==> src/rtl/channel_pkg.sv <==
// Shared types and constants for the rendezvous channel.
package channel_pkg;

  typedef enum logic [1:0] {
    IDLE   = 2'd0,
    S_PEND = 2'd1,
    R_PEND = 2'd2,
    XFER   = 2'd3
  } chan_status_e;

  localparam int P1OF4_GROUP_W = 4;

endpackage

==> src/rtl/channel_p1of4_enc.sv <==
// Combinational 1-of-4 encoder: each 2-bit slice of data becomes a 4-bit one-hot group.
module channel_p1of4_enc
  import channel_pkg::*;
#(
  parameter int WIDTH = 8
) (
  input  logic [WIDTH-1:0]   data,
  output logic [2*WIDTH-1:0] code
);

  always_comb begin
    code = '0;
    for (int k = 0; k < WIDTH / 2; k++) begin
      code[P1OF4_GROUP_W*k +: P1OF4_GROUP_W] = 4'b0001 << data[2*k +: 2];
    end
  end

endmodule

==> src/rtl/channel.sv <==
// Synchronous rendezvous channel between one sender and one receiver.
// Defining CHANNEL_P1OF4_EN builds the registered 1-of-4 encoded copy of r_data.
module channel
  import channel_pkg::*;
#(
  parameter int WIDTH = 8,
  parameter int CNT_W = 16
) (
  input  logic               clk,
  input  logic               rst_n,
  input  logic               s_req,
  input  logic [WIDTH-1:0]   s_data,
  output logic               s_ack,
  input  logic               r_req,
  output logic               r_ack,
  output logic [WIDTH-1:0]   r_data,
  output logic [2*WIDTH-1:0] r_p1of4,
  output logic [1:0]         status,
  output logic [CNT_W-1:0]   xfer_count,
  output logic               proto_err
);

  chan_status_e state, nextState;
  logic             xferStart;
  logic [WIDTH-1:0] capData;

  always_ff @(posedge clk or negedge rst_n) begin
    if (!rst_n) state <= IDLE;
    else        state <= nextState;
  end

  // XFER always lasts exactly one cycle, which caps throughput at one token per two cycles.
  always_comb begin
    nextState = IDLE;
    if (state != XFER) begin
      if (s_req && r_req) nextState = XFER;
      else if (s_req)     nextState = S_PEND;
      else if (r_req)     nextState = R_PEND;
      else                nextState = IDLE;
    end
  end

  assign xferStart = (state != XFER) && s_req && r_req;

  always_ff @(posedge clk or negedge rst_n) begin
    if (!rst_n) begin
      r_data     <= '0;
      xfer_count <= '0;
      capData    <= '0;
      proto_err  <= 1'b0;
    end else begin
      if (xferStart) begin
        r_data     <= s_data;
        xfer_count <= xfer_count + 1'b1;
      end
      // Remember the offered token so a change while waiting can be flagged.
      if (nextState == S_PEND && state != S_PEND) capData <= s_data;
      if (state == S_PEND && s_req && s_data != capData) proto_err <= 1'b1;
    end
  end

`ifdef CHANNEL_P1OF4_EN
  logic [2*WIDTH-1:0] encData;
  logic [2*WIDTH-1:0] p1of4Reg;

  channel_p1of4_enc #(.WIDTH(WIDTH)) u_enc (
    .data (s_data),
    .code (encData)
  );

  always_ff @(posedge clk or negedge rst_n) begin
    if (!rst_n)         p1of4Reg <= '0;
    else if (xferStart) p1of4Reg <= encData;
  end

  assign r_p1of4 = p1of4Reg;
`else
  assign r_p1of4 = '0;
`endif

  assign status = state;
  assign s_ack  = (state == XFER);
  assign r_ack  = (state == XFER);

endmodule

==> config.mk <==
export PLATFORM = sky130hd
export DESIGN_NAME = channel
export DESIGN_NICKNAME = d
export VERILOG_FILES = /design/src/rtl/channel_pkg.sv /design/src/rtl/channel_p1of4_enc.sv /design/src/rtl/channel.sv
export SDC_FILE = /design/constraint.sdc
export NUM_CORES = 1
export LEC_CHECK = 0
export CAP_MARGIN = 10
export CORE_UTILIZATION = 45
export DETAILED_ROUTE_END_ITERATION = 12
export PLACE_DENSITY = 0.79
export SLEW_MARGIN = 20
export SYNTH_ARGS = -nofsm -noshare
export SYNTH_HDL_FRONTEND = slang
export SYNTH_SLANG_ARGS = --single-unit
export TNS_END_PERCENT = 50
==> constraint.sdc <==
create_clock -name clk -period 1.85 [get_ports clk]
set_input_delay 0.37 -clock clk [delete_from_list [all_inputs] [get_ports clk]]
set_output_delay 0.37 -clock clk [all_outputs]
set_load 0.005 [all_outputs]
==> Yosys cells after proc, flatten, opt, wreduce, memory -nomap -nowiden <==
Index checks and enable logic that the tools add are counted.
{ "word_totals": {"regBits": 35, "output_inout_bits": 45, "wordCells": 22, "in_bits": 12} }
{ "classes": {"add_sub_neg": 1, "n_mux": 4, "reduce_logical": 6, "n_eq_ne": 6} }
{ "op_table": {"columns": ["cell", "count"], "rows": [
  ["$add 16x1->16 const B", 1],
  ["$mux 2", 4],
  ["$ne 8x8->1", 1],
  ["$logic_and 1x1->1", 6],
  ["$eq 2x1->1 const B", 2],
  ["$eq 2x2->1 const B", 1],
  ["$ne 2x1->1 const B", 1],
  ["$ne 2x2->1 const B", 1]
]} }

==> Logic depth before layout (Yosys ltp) <==
Gate-level depths: netlist of run 1.
{ "depth": {"word_depth": 6, "depth_mapped": 5, "ltp_nobuf": 4} }

==> Worst setup path before layout of run 1 <==
Ideal clock, no wire load.
{ "synth_path": {"kind": "register to register", "from": "register xfer_count[3]", "to": "register xfer_count[13]", "path_stages_with_launch": 6, "required_time_ps": 1770, "path_buffers": 1, "setup_ps": 80, "path_slack_ps": 333, "arrival_time_ps": 1437, "synth_period_minus_slack_ps": 1517, "cell_sequence": "dfrtp_1 -> nand3_2 -> or3_1 -> buf_6 -> nor4_2 -> xnor2_1"} }
{ "synth_via": {"elab_chain_cells": 1} }
{ "synth_lines": {"columns": ["item", "line", "source"], "rows": [
  ["start, declared", "channel.sv:19", "output logic [CNT_W-1:0] xfer_count,"],
  ["start signal, assigned", "channel.sv:54", "xfer_count <= xfer_count + 1'b1;"],
  ["$add 16x1->16", "channel.sv:54", null]
]} }
Every way passes these cells.
A chain may end at the register's enable or synchronous reset.

==> Worst setup path after layout of run 1 <==
{ "layout_path": {"from": "register state[0] (netlist: status[0])", "to": "output port r_ack"} }
{ "layout_via": {"elab_chain_cells": 1} }
{ "layout_lines": {"columns": ["item", "line", "source"], "rows": [
  ["start, declared", "channel.sv:23", "chan_status_e state, nextState;"],
  ["start signal, assigned", "channel.sv:29", "else state <= nextState;"],
  ["$eq 2x2->1", "channel.sv:83", "assign r_ack = (state == XFER);"],
  ["end, declared", "channel.sv:15", "output logic r_ack,"]
]} }
Every way passes these cells.

==> results of run 1 <==
how the worst max path moves through the flow:
stage	slack, ns	depth (start not counted)	startpoint	to
finish	0.06	2	status[0]	r_ack
floorplan	0.33	5	xfer_count[3]	xfer_count[13]
CTS	0.002	2	status[0]	r_ack
global route	0.02	2	status[0]	r_ack
global placement	-0.09	6	s_req	xfer_count[12]
detailed placement	-0.13	6	s_req	xfer_count[12]
kinds of logic (layout without fill, tap and decap cells):
group	Yosys count	after routing	share of synthesized area, %
flip-flops	35	35	52.7
buffers and inverters	25	61	10.0
other	1	16	0.226
multiplexers	17	17	11.5
AND/OR/NAND/NOR	32	32	11.6
adder cells (fa/ha/maj)	1	1	0.753
XOR/XNOR	23	23	12.1
AO/OA/AOI/OAI	2	2	1.05
worst max-delay path, stage by stage, from the launching register on:
cell and delay [ns]:
dfrtp_2 0.41, and2_1 0.20, clkdlybuf4s50_1 0.53
sequential cells by signal, summed over array words and instances (netlist names):
signal and count:
r_data 8, status 2, proto_err 1, capData 8, xfer_count 16
cell usage after synthesis, drive strengths merged:
master	count	area, sq um
dfrtp	35	876
buf	19	144
mux2	17	191
xor2	15	131
xnor2	8	70.1
nand2	7	26.3
inv	6	22.5
nor3	5	25.0
nor4	5	50.1
nand3	4	25.0
nor2	4	15.0
or3	2	12.5
a21boi	1	7.51
a41o	1	10.0
and2	1	6.26
and3	1	7.51
conb	1	3.75
ha	1	12.5
nand4	1	6.26
nor2b	1	6.26
nor3b	1	12.5
metal layers:
layer  share of wire [%]  wire length, microns  global-route usage, %
met1                  44                  1310                   22.5
met2                  51                  1520                   28.1
met3                 4.1                   124                   4.74
met4                 1.2                    36                   7.85
met5                   0                     0                      0
layout by cell type (no fill, tap or decap), drive strengths merged, types with 6 or more instances in the layout:
| cell | Yosys | routed |
|---|---|---|
| clkdlybuf4s50 | 0 | 40 |
| xnor2 | 8 | 8 |
| inv | 6 | 6 |
| conb | 1 | 16 |
| mux2 | 17 | 17 |
| buf | 19 | 7 |
| nand2 | 7 | 7 |
| xor2 | 15 | 15 |
| clkbuf | 0 | 8 |
| dfrtp | 35 | 35 |
power groups by stage:
stage / Combinational (W) / Sequential, W / Clock [W]
finish: 0.000520 / 0.00103 / 0.000601
CTS: 0.000528 / 0.00103 / 0.000613
global placement: 0.000506 / 0.00103 / 0
detailed placement: 0.000518 / 0.00104 / 0
floorplan: 0.000237 / 0.00103 / 0
global route: 0.000579 / 0.00105 / 0.000641
area by class of cell:
cell class                 count  share of cell area [%]
tap                           46                    2.61
clock buffer                   8                    4.54
sequential                    35                    39.8
multi-input combinational     91                    30.9
inverter                       6                    1.02
timing repair buffer          47                    21.1
metrics by stage:
stage	worst slack (ns)	util (%)	cells	power (W)	area (sq um)
after CTS	0.00228	63.8	233	0.00217	2200
after global placement	-0.0946	60.9	225	0.00154	2100
final	0.0619	64.0	233	0.00215	2200
after floorplan	0.333	-	151	0.00126	1720
after global routing	0.0163	64.0	233	0.00227	2200
after detailed placement	-0.128	60.9	225	0.00156	2100
==> flow_metrics.py, run 1 <==
metrics = {
    "clock_network": {
        "cts_buffers": 5,
        "cts_tree": "yes",
        "htree_levels": 2,
        "cts.sinks": 35,
        "post-cts-setup-buffers": 0,
        "cts.path.max_buffers": 2,
        "path_clk_slew_ns": 0.07,
        "ctsHoldBuffers": 0,
        "clkLatencyLatePin_ns": 0.28,
        "clockRootBuffer": "clkbuf_8",
        "cts_resized": 0,
    },
    "route": {
        "vias_per_cell": 4.73,
        "ant_nets": 0,
        "wl_microns": 2990,
        "firstDrtPassIters": 4,
        "wire_per_inst_microns": 12.8,
        "num_vias": 1102,
        "drc": 0,
        "drtIter0Drc": 23,
    },
    "die": {
        "start_util_pct": 48.3,
        "ios": 57,
        "die_h_microns": 62.8,
        "rows": 21,
        "die_area_sq_um": 3940,
        "die_x_microns": 62.8,
        "core_sq_um": 3440,
    },
    "cells_and_area": {
        "multiInputGateArea_sq_um": 681,
        "seq_area_sq_um": 877,
        "nFillCells": 273,
        "drive_above_1_share_pct": 20.9,
        "fin_nets": 199,
        "diodes": 0,
        "area_growth_pct": 32.6,
    },
    "pwr": {
        "p_clk_share_pct": 27.9,
        "swShare_pct": 26.6,
        "power.leakage_nw": 0.976,
        "p_switching_w": 0.000574,
        "combPwrFrac_pct": 24.1,
        "intPower_w": 0.00158,
        "pwr-share-seq_pct": 48.0,
        "vdd_drop_max_uv": 797,
        "cellPowerDensity_nw_per_um2": 977,
    },
    "critical_path": {
        "r2r_start": "xfer_count[3]",
        "crit_arrival_ns": 1.42,
        "required_ns": 1.48,
        "worstSetupEndpointType": "output port",
        "cp-start-kind": "flip-flop",
        "path_class": "flip-flop to output port",
        "crit-reg2reg-capture": "xfer_count[13]",
        "rr_worst_depth": 4,
        "rrSetupSlack_ns": 0.19,
        "crit_fanout": 5,
    },
    "sta": {
        "clock.fmax_ghz": 0.559,
        "finalCritPeriodShare_pct": 96.7,
        "min_period_ns": 1.79,
        "setup_viol": 0,
        "skew_ns": 0.00389,
        "fin_hold_ws_ns": 0.469,
        "finalSetupTns_ns": 0,
        "hold_viol": 0,
        "slew_violations": 0,
        "rsz0062_at_grt": "no",
    },
    "grt": {
        "track_usage_pct": 17.7,
        "first_global_vias": 1108,
        "grt_max_degree": 36,
        "overflow": 0,
        "antenna_found_initial": 0,
        "grt_pass1_wl_microns": 5290,
    },
    "placement": {
        "placement.io_buffers": 40,
        "hpwlAfterDp_microns": 2160,
        "routabilityCongestion": 0.758,
    },
    "hold_path": {
        "holdPathStages": 1,
        "hold_class": "flip-flop to flip-flop",
        "min_delay_worst_endpoint": "xfer_count[15]",
        "hold_path.startpoint": "xfer_count[15]",
    },
    "flow_run": {
        "cap_violations": 0,
    },
    "logic_synthesis": {
        "synthesis.area_sq_um": 1660,
        "ys_ff_latch": 35,
        "synthCells": 136,
        "ys_seq_area_share_pct": 52.7,
        "ys_warn_count": 0,
        "avgSynthCellArea_sq_um": 12.2,
        "synth_cell_type_count": 25,
    },
    "run_status": {
        "status": "completed",
    },
}
No activity file was read; power rests on OpenSTA's default activity.
==> run 2: changes to the inputs <==
--- a/config.mk
+++ b/config.mk
@@ -6,9 +6,11 @@
 export NUM_CORES = 1
 export LEC_CHECK = 0
 export CAP_MARGIN = 10
-export CORE_UTILIZATION = 45
+export CELL_PAD_IN_SITES_DETAIL_PLACEMENT = 0
+export CELL_PAD_IN_SITES_GLOBAL_PLACEMENT = 2
+export CORE_UTILIZATION = 28
 export DETAILED_ROUTE_END_ITERATION = 12
-export PLACE_DENSITY = 0.79
+export PLACE_DENSITY_LB_ADDON = 0.1
 export SLEW_MARGIN = 20
 export SYNTH_ARGS = -nofsm -noshare
 export SYNTH_HDL_FRONTEND = slang
==> constraint.sdc (replaced) <==
create_clock -name clk -period 1.85 [get_ports clk]
set_input_delay 0.4625 -clock clk [delete_from_list [all_inputs] [get_ports clk]]
set_output_delay 0.4625 -clock clk [all_outputs]
set_load 0.005 [all_outputs]
==> flow_metrics.py, run 2 (synthesized netlist as in run 1, its figures left out) <==
metrics = {
    "run_status": {
        "status": "completed",
    },
    "clock_network": {
        "cts_tree": "yes",
        "cts.sinks": 35,
        "htree_levels": 2,
        "cts_buffers": 5,
        "ctsHoldBuffers": 0,
        "path_clk_slew_ns": 0.07,
        "cts.path.max_buffers": 2,
        "clockRootBuffer": "clkbuf_8",
        "clkLatencyLatePin_ns": 0.28,
    },
    "critical_path": {
        "crit_fanout": 3,
        "required_ns": 1.39,
        "max_stage_delay_ns": 0.50,
        "cp.depth": 2,
        "crit_chain": "and2_4, clkdlybuf4s50_1",
        "rr_worst_depth": 4,
        "cp-start-kind": "flip-flop",
        "crit_arrival_ns": 1.32,
        "path_buf_inv": 1,
        "crit-reg2reg-capture": "xfer_count[13]",
        "path_class": "flip-flop to output port",
        "worstSetupEndpointType": "output port",
        "r2r_start": "xfer_count[3]",
        "slowest_stage": "clkdlybuf4s50_1",
        "crit_family": "buffers and inverters",
        "rrSetupSlack_ns": 0.19,
    },
    "pwr": {
        "p_clk_share_pct": 24.3,
        "power.leakage_nw": 0.997,
        "power_w": 0.00205,
        "intPower_w": 0.00150,
        "pwr-share-seq_pct": 49.9,
        "cellPowerDensity_nw_per_um2": 907,
        "swShare_pct": 26.7,
        "combPwrFrac_pct": 25.8,
        "p_switching_w": 0.000547,
        "vdd_drop_max_uv": 542,
    },
    "sta": {
        "setup_viol": 0,
        "min_period_ns": 1.78,
        "slew_violations": 0,
        "hold_viol": 0,
        "rsz0062_at_grt": "no",
        "fin_hold_ws_ns": 0.475,
        "clock.fmax_ghz": 0.562,
        "finalCritPeriodShare_pct": 96.3,
        "skew_ns": 0.00438,
        "fin_ws_ns": 0.0692,
    },
    "route": {
        "drc": 0,
        "num_vias": 1122,
        "vias_per_cell": 4.23,
        "ant_nets": 0,
        "firstDrtPassIters": 3,
        "drtIter0Drc": 33,
        "wire_per_inst_microns": 12.1,
        "wl_microns": 3200,
    },
    "cells_and_area": {
        "area_growth_pct": 35.8,
        "top_regs": "xfer_count: 16 flops, capData: 8 flops, r_data: 8 flops",
        "drive_above_1_share_pct": 23.3,
        "final_area_sq_um": 2260,
        "top_register": "xfer_count",
        "final_util_pct": 40.2,
        "final_common_cell": "clkdlybuf4s50_1",
        "layout_common_cells": "40 x clkdlybuf4s50_1, 35 x dfrtp_1, 17 x mux2_2",
        "largest_reg_flops": 16,
        "diodes": 0,
        "nFillCells": 566,
        "fin_nets": 207,
    },
    "grt": {
        "first_global_vias": 1138,
        "grt_pass1_wl_microns": 5470,
        "grt_max_degree": 36,
        "track_usage_pct": 11.7,
        "antenna_found_initial": 0,
        "overflow": 0,
    },
    "die": {
        "die_x_microns": 79.0,
        "start_util_pct": 29.6,
        "core_sq_um": 5610,
        "ios": 57,
        "rows": 27,
        "die_area_sq_um": 6250,
        "die_h_microns": 79.0,
    },
    "placement": {
        "routabilityCongestion": 0.684,
        "place_ws_ns": -0.216,
        "place_area_sq_um": 2160,
        "placement.io_buffers": 40,
        "hpwlAfterDp_microns": 2320,
    },
    "hold_path": {
        "hold_class": "flip-flop to flip-flop",
        "holdPathStages": 1,
        "min_delay_worst_endpoint": "xfer_count[15]",
        "hold_path.startpoint": "xfer_count[15]",
    },
    "flow_run": {
        "cap_violations": 0,
    },
}
==> run 2: power by group through the flow <==
stage | Sequential [W] | Combinational [W] | Clock, W
finish | 0.00102 | 0.000527 | 0.000498
detailed placement | 0.00104 | 0.000525 | 0
CTS | 0.00103 | 0.000535 | 0.000528
global placement | 0.00104 | 0.000525 | 0
floorplan | 0.00103 | 0.000237 | 0
global route | 0.00105 | 0.000588 | 0.000555
==> run 2: what timing repair did <==
action	CTS	global route
setup buffers	1	1
endpoints found under the setup margin	2	4
cloned	0	0
pin swaps	0	2
resized for setup	1	1
==> run 2: cell type report <==
cell class                      count  area (sq um)  share of cell area (%)
Sequential cell                    35           876                    38.8
Inverter                            6          22.5                   0.998
Multi-Input combinational cell     91           682                    30.2
Timing Repair Buffer               55           513                    22.7
Tap cell                           72          90.1                    3.99
Clock buffer                        6          72.6                    3.22
==> run 2: stage by stage <==
step / TNS (ns) / cells
after detailed placement: -3.53 / 257
final: 0 / 265
after global placement: -2.83 / 257
after global routing: 0 / 265
after CTS: 0 / 264
after floorplan: 0 / 151
==> run 2: worst max-delay path by stage <==
stage / startpoint / to / slack (ns)
floorplan: xfer_count[3] / xfer_count[13] / 0.33
global placement: s_req / xfer_count[12] / -0.18
detailed placement: s_req / xfer_count[12] / -0.22
CTS: status[1] / s_ack / 0.02
global route: status[1] / s_ack / 0.02
finish: status[1] / s_ack / 0.07
==> run 2: layer usage <==
layer	GRT usage (%)	wire length (microns)	up-vias
met2	18.4	1500	38
met3	3.91	207	4
li1	-	-	531
met5	0	0	-
met4	5.45	62	0
met1	14.4	1430	549
